===== config.mk =====
export PLATFORM = sky130hd
export DESIGN_NAME = run_scan_ctrl_flat
export DESIGN_NICKNAME = d
export VERILOG_FILES = /design/src/rtl/run_scan_ctrl_if.sv /design/src/rtl/run_scan_ctrl.sv /design/src/flat_wrapper.sv
export SDC_FILE = /design/constraint.sdc
export NUM_CORES = 1
export LEC_CHECK = 0
export CORE_ASPECT_RATIO = 1.5
export CORE_MARGIN = 10
export CORE_UTILIZATION = 45
export CTS_BUF_LIST = sky130_fd_sc_hd__clkbuf_4 sky130_fd_sc_hd__clkbuf_8 sky130_fd_sc_hd__clkbuf_16
export DETAILED_ROUTE_END_ITERATION = 8
export PLACE_DENSITY = 0.82
export SLEW_MARGIN = 20
export SYNTH_ARGS = -nofsm -noshare
export SYNTH_HDL_FRONTEND = slang
export SYNTH_SLANG_ARGS = --single-unit
export TNS_END_PERCENT = 30

===== constraint.sdc =====
create_clock -name clk_i -period 1.7 [get_ports clk_i]
set_input_delay 0.17 -clock clk_i [delete_from_list [all_inputs] [get_ports clk_i]]
set_output_delay 0.17 -clock clk_i [all_outputs]
set_load 0.01 [all_outputs]

===== src/rtl/run_scan_ctrl_if.sv =====
// Handshake and detector-side signals of the run scan controller.
// master: word source, result sink and detector; slave: the controller.
interface run_scan_ctrl_if #(
  parameter int unsigned WIDTH = 8,
  parameter int unsigned CNT_W = $clog2(WIDTH + 1)
);
  // Word input handshake
  logic             in_valid;
  logic [WIDTH-1:0] in_data;
  logic             in_ready;
  // Result output handshake
  logic             out_valid;
  logic [CNT_W-1:0] out_x_cnt;
  logic [CNT_W-1:0] out_y_cnt;
  logic             out_ready;
  // Detector connection
  logic             det_din;
  logic             det_cen;
  logic             det_resetn;
  logic             det_doutx;
  logic             det_douty;

  modport master (
    output in_valid, in_data, out_ready, det_doutx, det_douty,
    input  in_ready, out_valid, out_x_cnt, out_y_cnt, det_din, det_cen, det_resetn
  );

  modport slave (
    input  in_valid, in_data, out_ready, det_doutx, det_douty,
    output in_ready, out_valid, out_x_cnt, out_y_cnt, det_din, det_cen, det_resetn
  );
endinterface


===== src/rtl/run_scan_ctrl.sv =====
// Sequencing controller for the serial run detector: clears the detector,
// shifts a word in MSB-first and counts the cycles each detector flag is set.
module run_scan_ctrl #(
  parameter int unsigned WIDTH      = 8,
  parameter int unsigned CLR_CYCLES = 2,
  parameter int unsigned CNT_W      = $clog2(WIDTH + 1)
) (
  input  logic           clk_i,
  input  logic           resetn_i,
  input  logic           flush_i,
  output logic           busy_o,
  run_scan_ctrl_if.slave bus
);

  localparam int unsigned ClrW = (CLR_CYCLES > 1) ? $clog2(CLR_CYCLES) : 1;
  localparam int unsigned KW   = $clog2(WIDTH);

  typedef enum logic [2:0] {StIdle, StClear, StShift, StDrain, StReport} state_e;

  state_e             state_q;
  logic [WIDTH-1:0]   shreg_q;
  logic [ClrW-1:0]    clr_cnt_q;
  logic [KW-1:0]      k_q;
  logic [CNT_W-1:0]   x_cnt_q;
  logic [CNT_W-1:0]   y_cnt_q;
  logic               det_din_q;
  logic               det_cen_q;
  logic               det_resetn_q;
  logic               out_valid_q;
  logic               busy_q;

  // Sequencer FSM; every output except in_ready is registered here.
  always_ff @(posedge clk_i or negedge resetn_i) begin
    if (!resetn_i) begin
      state_q      <= StIdle;
      shreg_q      <= '0;
      clr_cnt_q    <= '0;
      k_q          <= '0;
      x_cnt_q      <= '0;
      y_cnt_q      <= '0;
      det_din_q    <= 1'b0;
      det_cen_q    <= 1'b0;
      det_resetn_q <= 1'b0;
      out_valid_q  <= 1'b0;
      busy_q       <= 1'b0;
    end else if (flush_i) begin
      // Abort wins over everything, including an accept in the same cycle.
      state_q      <= StIdle;
      x_cnt_q      <= '0;
      y_cnt_q      <= '0;
      det_din_q    <= 1'b0;
      det_cen_q    <= 1'b0;
      det_resetn_q <= 1'b1;
      out_valid_q  <= 1'b0;
      busy_q       <= 1'b0;
    end else begin
      unique case (state_q)
        StIdle: begin
          det_resetn_q <= 1'b1;
          if (bus.in_valid) begin
            state_q      <= StClear;
            shreg_q      <= bus.in_data;
            clr_cnt_q    <= '0;
            x_cnt_q      <= '0;
            y_cnt_q      <= '0;
            det_resetn_q <= 1'b0;
            det_cen_q    <= 1'b0;
            det_din_q    <= 1'b0;
            busy_q       <= 1'b1;
          end
        end
        StClear: begin
          if (clr_cnt_q == ClrW'(CLR_CYCLES - 1)) begin
            state_q      <= StShift;
            k_q          <= '0;
            det_resetn_q <= 1'b1;
            det_cen_q    <= 1'b1;
            det_din_q    <= shreg_q[WIDTH-1];
            shreg_q      <= {shreg_q[WIDTH-2:0], 1'b0};
          end else begin
            clr_cnt_q <= clr_cnt_q + 1'b1;
          end
        end
        StShift: begin
          // The k=0 flags still show the freshly cleared detector.
          if (k_q != '0) begin
            x_cnt_q <= x_cnt_q + CNT_W'(bus.det_doutx);
            y_cnt_q <= y_cnt_q + CNT_W'(bus.det_douty);
          end
          if (k_q == KW'(WIDTH - 1)) begin
            state_q   <= StDrain;
            det_din_q <= 1'b0;
          end else begin
            k_q       <= k_q + 1'b1;
            det_din_q <= shreg_q[WIDTH-1];
            shreg_q   <= {shreg_q[WIDTH-2:0], 1'b0};
          end
        end
        StDrain: begin
          // Flags now reflect the detector state after the last bit.
          x_cnt_q     <= x_cnt_q + CNT_W'(bus.det_doutx);
          y_cnt_q     <= y_cnt_q + CNT_W'(bus.det_douty);
          state_q     <= StReport;
          det_cen_q   <= 1'b0;
          out_valid_q <= 1'b1;
        end
        StReport: begin
          if (bus.out_ready) begin
            state_q     <= StIdle;
            out_valid_q <= 1'b0;
            busy_q      <= 1'b0;
          end
        end
        default: state_q <= StIdle;
      endcase
    end
  end

  // Output mapping; in_ready is the only combinational output.
  always_comb begin
    bus.in_ready   = (state_q == StIdle);
    bus.out_valid  = out_valid_q;
    bus.out_x_cnt  = x_cnt_q;
    bus.out_y_cnt  = y_cnt_q;
    bus.det_din    = det_din_q;
    bus.det_cen    = det_cen_q;
    bus.det_resetn = det_resetn_q;
    busy_o         = busy_q;
  end

endmodule

===== src/flat_wrapper.sv =====
// flat-port wrapper written by rule: the top's interface ports become plain ports
module run_scan_ctrl_flat 
#(
  parameter int unsigned WIDTH      = 8,
  parameter int unsigned CLR_CYCLES = 2,
  parameter int unsigned CNT_W      = $clog2(WIDTH + 1)
)
  (clk_i, resetn_i, flush_i, busy_o, bus_in_valid, bus_in_data, bus_out_ready, bus_det_doutx, bus_det_douty, bus_in_ready, bus_out_valid, bus_out_x_cnt, bus_out_y_cnt, bus_det_din, bus_det_cen, bus_det_resetn);
  run_scan_ctrl_if #(.WIDTH(WIDTH), .CNT_W(CNT_W)) bus_i ();
  input  logic clk_i;
  input  logic resetn_i;
  input  logic flush_i;
  output logic busy_o;
  input wire logic [$bits(bus_i.in_valid)-1:0] bus_in_valid;
  input wire logic [$bits(bus_i.in_data)-1:0] bus_in_data;
  input wire logic [$bits(bus_i.out_ready)-1:0] bus_out_ready;
  input wire logic [$bits(bus_i.det_doutx)-1:0] bus_det_doutx;
  input wire logic [$bits(bus_i.det_douty)-1:0] bus_det_douty;
  output wire logic [$bits(bus_i.in_ready)-1:0] bus_in_ready;
  output wire logic [$bits(bus_i.out_valid)-1:0] bus_out_valid;
  output wire logic [$bits(bus_i.out_x_cnt)-1:0] bus_out_x_cnt;
  output wire logic [$bits(bus_i.out_y_cnt)-1:0] bus_out_y_cnt;
  output wire logic [$bits(bus_i.det_din)-1:0] bus_det_din;
  output wire logic [$bits(bus_i.det_cen)-1:0] bus_det_cen;
  output wire logic [$bits(bus_i.det_resetn)-1:0] bus_det_resetn;
  assign bus_i.in_valid = bus_in_valid;
  assign bus_i.in_data = bus_in_data;
  assign bus_i.out_ready = bus_out_ready;
  assign bus_i.det_doutx = bus_det_doutx;
  assign bus_i.det_douty = bus_det_douty;
  assign bus_in_ready = bus_i.in_ready;
  assign bus_out_valid = bus_i.out_valid;
  assign bus_out_x_cnt = bus_i.out_x_cnt;
  assign bus_out_y_cnt = bus_i.out_y_cnt;
  assign bus_det_din = bus_i.det_din;
  assign bus_det_cen = bus_i.det_cen;
  assign bus_det_resetn = bus_i.det_resetn;
  run_scan_ctrl #(.WIDTH(WIDTH), .CLR_CYCLES(CLR_CYCLES), .CNT_W(CNT_W)) u_core (.clk_i(clk_i), .resetn_i(resetn_i), .flush_i(flush_i), .busy_o(busy_o), .bus(bus_i));
endmodule

# [Word-level counts from Yosys, hierarchy flattened]
# Cells that the tools add are included.
# W data, S select, Z words.
[word_totals] latch_bits=0 ff_bits=28 mem_bits_rw=0 out_inout_bits=14 n_memories=0 mem_bits_ro=0 elab_cells=89
[classes] muxes=39 bitwise_logic=1 div_mod_pow=0 shifts=0 multipliers=0 reduce_logical=21 magnitude_cmp=0 addsub=4 n_eq_ne=13
[ops] cell="$mux W8" count=3
[ops] cell="$pmux W4 S3" count=2
[ops] cell="$pmux W8 S3" count=1
[ops] cell="$mux W3" count=7
[ops] cell="$mux W4" count=5
[ops] cell="$pmux W3 S5" count=1
[ops] cell="$reduce_and A3 Y1" count=5
[ops] cell="$reduce_bool A3 Y1" count=5
[ops] cell="$mux W1" count=13
[ops] cell="$reduce_bool A4 Y1" count=3
[ops] cell="$ne A3 B2 Y1 const B" count=3
[ops] cell="$add A4 B1 Y4" count=2
[ops] cell="$pmux W1 S2" count=4
[ops] cell="$reduce_and A4 Y1" count=2
[ops] cell="$eq A3 B2 Y1 const B" count=2
[ops] cell="$eq A3 B3 Y1 const B" count=2
[ops] cell="$ne A3 B3 Y1 const B" count=2
[ops] cell="$pmux W1 S3" count=2
[ops] cell="$pmux W3 S2" count=1
[ops] cell="$reduce_and A5 Y1" count=1
[ops] cell="$ne A2 B2 Y1 const B" count=2
[ops] cell="$reduce_and A2 Y1" count=2
[ops] cell="$reduce_bool A2 Y1" count=2
[ops] cell="$add A3 B1 Y3 const B" count=1
[ops] cell="5 further kinds" count=5

# [Logic depth before layout (Yosys ltp)]
[logic_depth] ltp_word=4 ltp_mapped=7 depth_no_buf=6

# [Worst setup path before layout]
# OpenSTA, ideal clock, no wires.
[synth_path] path_type="register -> register" from="reg u_core.k_q[0]" to="reg u_core.det_din_q (netlist: u_core.bus.det_din)" arrival_ps=1518 required_time_ps=1623 stages_incl_launch_ff=7 setup_time_ps=77 n_path_buf=0 path_slack_ps=105 path_cell_list="dfrtp_1 ha_1 ha_1 nor3b_2 o21ai_0 or3_1 a21oi_1"
[synth_between] elab_chain_len=4
[synth_lines] item="start: declaration" line_no="run_scan_ctrl.sv:23" rtl="logic [KW-1:0] k_q;"
[synth_lines] item="start signal: assignment" line_no="run_scan_ctrl.sv:94" rtl="k_q <= k_q + 1'b1;"
[synth_lines] item="$eq A3 B3 Y1" line_no="run_scan_ctrl.sv:90" rtl="if (k_q == KW'(WIDTH - 1)) begin"
[synth_lines] item="$mux W1" line_no="run_scan_ctrl.sv:90"
[synth_lines] item="$pmux W1 S3" line_no="run_scan_ctrl.sv:57" rtl="unique case (state_q)"
[synth_lines] item="$mux W1" line_no="run_scan_ctrl.sv:46" rtl="end else if (flush_i) begin"
[synth_lines] item="end signal: assignment" line_no="run_scan_ctrl.sv:78" rtl="det_din_q <= shreg_q[WIDTH-1];"
[synth_lines] item="end signal: assignment" line_no="run_scan_ctrl.sv:95" rtl="det_din_q <= shreg_q[WIDTH-1];"
[synth_lines] item="end: declaration" line_no="run_scan_ctrl.sv:26" rtl="logic det_din_q;"
# No other way between the ends.
# A chain may end at the register's enable or synchronous reset.

# [Final worst setup path]
# Ends and elaborated chain as after synthesis.

==> results.md <==
- Status: complete, no violations
- Pleak: 0.000867 uW
- Fin. max-slew vios: 0
- YS warnings: 0
- Placement-stage cell area: around 1900 sq um
- Combinational Power Share: roughly 47%
- Switching Share: 36.9%
- Max clock buf depth: 2
- Routed WL per cell: 15.2 microns
- Top Ports: 29
- Root buf cell: clkbuf_8
- Seq/Total Area, Yosys: 46.9%
- # setup viols final: 0
- Final Hold Vio Count: 0
- Flop pwr share: 39.4%
- Num CTS Buffers: 3
- Crit start category: register
- Clock power frac: 14.0%
- Die extent in x: 67.1 microns
- Internal power: about 1600 uW
- DRC viols: 0
- Initial Util: 46.9%
- Worst slew margin: 73.6%
- Worst R2R Path Depth: 6
- RD Place Congestion: ~0.84
- Non-Filler Instances: 236
- Worst hold slack: 268 ps
- Fin area: 2010 sq um
- Asr flop ratio synth: 100%
- Post-Place Setup Slack: -95.8 ps
- H-tree Lvls: 1
- Worst setup EP type: register
- FMAX: 596 MHz
- Die Y: 90.6 microns
- CTS tree: built
- Data required, critical path: between 1500 and 2000 ps
- ANT cells: 0
- Total vias in the final route: approximately 1300
- Max cap viols: 0
- Core Area: 3190 sq um
- Syn Nets: 178
- Predominant post-synthesis flop cell: dfrtp_1
- Inst Count DP: around 230
- I/O Buffers: 28
- Later-pin clock latency in the skew report: 270 ps
- Net count, final: 220
- Setup TNS: 0 ps
- Area Growth Syn to Fin: 34.4%
- Pin count of the biggest net entering global routing: 29
- Period utilization: a little over nine tenths
- Worst endpoint data arrival time: 1880 ps
- Register area: between 700 and 800 sq um
- Multi-input combinational cell area: approximately 800 sq um
- Mapped cell area: between 1000 and 1500 sq um
- Vias in the first global route: 1316
- Grt ovf: 0
- Initial antenna violation count: 0
- P_sw: 927 uW
- ANT nets after route: 0
- Mapped Cells: 156
- Share of cells above drive strength 1: 17.9%
- Power per Cell Area: approximately 1200 nW/um^2
- Final wirelength: 3580 microns
- Flop2flop setup slack: 20 ps
- Worst-Margin Slew: 395 ps
- Average size of a mapped cell: about 9.6 sq um
- # fillers: 291
- Cts hold-fix bufs: 0
- Clk pin slew, worst setup/hold paths: 90 ps
- Initial DRC Count: 55
- Post-DP HPWL: 2600 microns
- Min Tclk post-route: 1680 ps
- Unique masters post-synth: 36
- First-pass DRT Iterations: 5
- Total track usage: between 10% and 20%
- Reg2reg end: u_core.bus.det_din
- Die area: between 6000 and 7000 sq um
- CTS Sinks: 28
- Crit Path Category: reg -> reg
- Fin worst setup slack: ~21 ps
- Max Clock Skew: 5.33 ps
- Worst VDD drop: 929 uV
- Critical R2R Launch: u_core.k_q[0]
- Num rows: 25
- Hold WC Path Type: in -> async
- Vias per inst: roughly 5.7
- First-pass GRT wire length: about 6000 microns
- Seq cells post-synth: 28
- Worst-path maximum fanout: 4
- EDFF count, synth: 0
- Unrepaired setup endpoints after global routing: yes
-- metrics by stage --
step,power [uW],utilization [%]
final,2510,63.0
after global routing,2730,63.0
after CTS,2360,60.2
after detailed placement,1990,58.6
after global placement,1940,58.6
after floorplan,1660,-
-- cell families (layout without fill, tap and decap cells) --
family / after synthesis / in the layout / share of synthesized area, %
compound gates: 43 / 44 / 17.4
xor+xnor: 1 / 1 / 0.586
fa+ha+maj: 7 / 7 / 5.86
buf+inv: 12 / 51 / 4.10
flops: 28 / 28 / 46.9
mux: 8 / 8 / 5.44
simple gates: 57 / 57 / 19.8
-- metal layers --
metal	global-route usage (%)	routed length [microns]	share of wire, %	vias to the layer above
met1	13.6	1360	38	645
li1	-	-	-	635
met4	5.50	83	2.3	0
met3	3.35	232	6.5	9
met5	0	0	0	-
met2	19.6	1900	53	48
-- placed cells by master, fill, tap and decap left out, types with 2 or more instances in the layout --
master / instances
nor2b_1: 3
nand2_1: 25
nand3b_1: 4
nor4b_1: 2
inv_1: 3
ha_4: 2
o21ai_0: 6
ha_1: 4
a2bb2oi_1: 2
clkbuf_8: 3
a32o_1: 2
clkdlybuf4s50_1: 27
buf_4: 15
dfrtp_2: 2
a31oi_1: 2
nor3_1: 2
o21ai_1: 18
mux2i_1: 7
a21oi_1: 6
nor2_1: 10
dfrtp_1: 26
nand4_1: 2
-- cell type report --
type | instances | area share (%)
clock buffer | 3 | 2.05
multi-input combinational | 117 | 39.7
inverter | 4 | 0.747
timing repair buffer | 44 | 20.0
sequential | 28 | 35.0
tap | 40 | 2.49
-- power groups by stage --
stage / Clock (uW) / Sequential (uW) / Combinational (uW)
CTS: 366 / 981 / 1010
detailed placement: 0 / 989 / 1000
finish: 350 / 988 / 1170
global placement: 0 / 979 / 965
floorplan: 0 / 936 / 724
global route: 397 / 1020 / 1310
-- cell usage after synthesis (3+ instances only) --
master / instances / area [sq um]
buf_2: 4 / 20.0
a21oi_1: 7 / 35.0
nand3b_1: 4 / 30.0
dfrtp_1: 28 / 701
mux2i_1: 7 / 70.1
ha_1: 7 / 87.6
nand2_1: 25 / 93.8
o21ai_1: 6 / 30.0
o21ai_0: 19 / 95.1
nor2_1: 10 / 37.5
inv_1: 4 / 15.0
nor2b_1: 3 / 18.8
-- timing repair --
item / in CTS / in global routing
setup buffers: 0 / 3
endpoints found under the hold margin: 0 / 0
setup endpoints to repair: 10 / 17
pin swaps: 2 / 5
cloned: 1 / 1
gates resized for setup: 4 / 27
-- sequential cells by signal (all words and copies together) (netlist names) --
name and cells:
u_core.clr_cnt_q 1, u_core.bus.out_x_cnt 4, u_core.bus.out_y_cnt 4, u_core.bus.det_resetn 1, u_core.k_q 3, u_core.shreg_q 8
u_core.bus.out_valid 1, u_core.bus.det_cen 1, u_core.busy_o 1, u_core.state_q 3, u_core.bus.det_din 1
-- worst max path at each step --
stage                        from            endpoint  slack [ps]
floorplan           u_core.k_q[0]  u_core.bus.det_din         110
global placement     bus_in_valid   u_core.shreg_q[4]         -10
detailed placement   bus_in_valid   u_core.shreg_q[1]        -100
CTS                 u_core.k_q[0]  u_core.bus.det_din         -30
global route        u_core.k_q[0]  u_core.bus.det_din         -80
finish              u_core.k_q[0]  u_core.bus.det_din          20
-- critical path: stages (launching register included) --
cell and delay (ps):
dfrtp_1 420, ha_2 210, ha_4 180, nor3b_4 210, o21ai_1 100, or3_1 340
a21oi_2 160
Note: power is estimated with default switching activity, not from simulation.
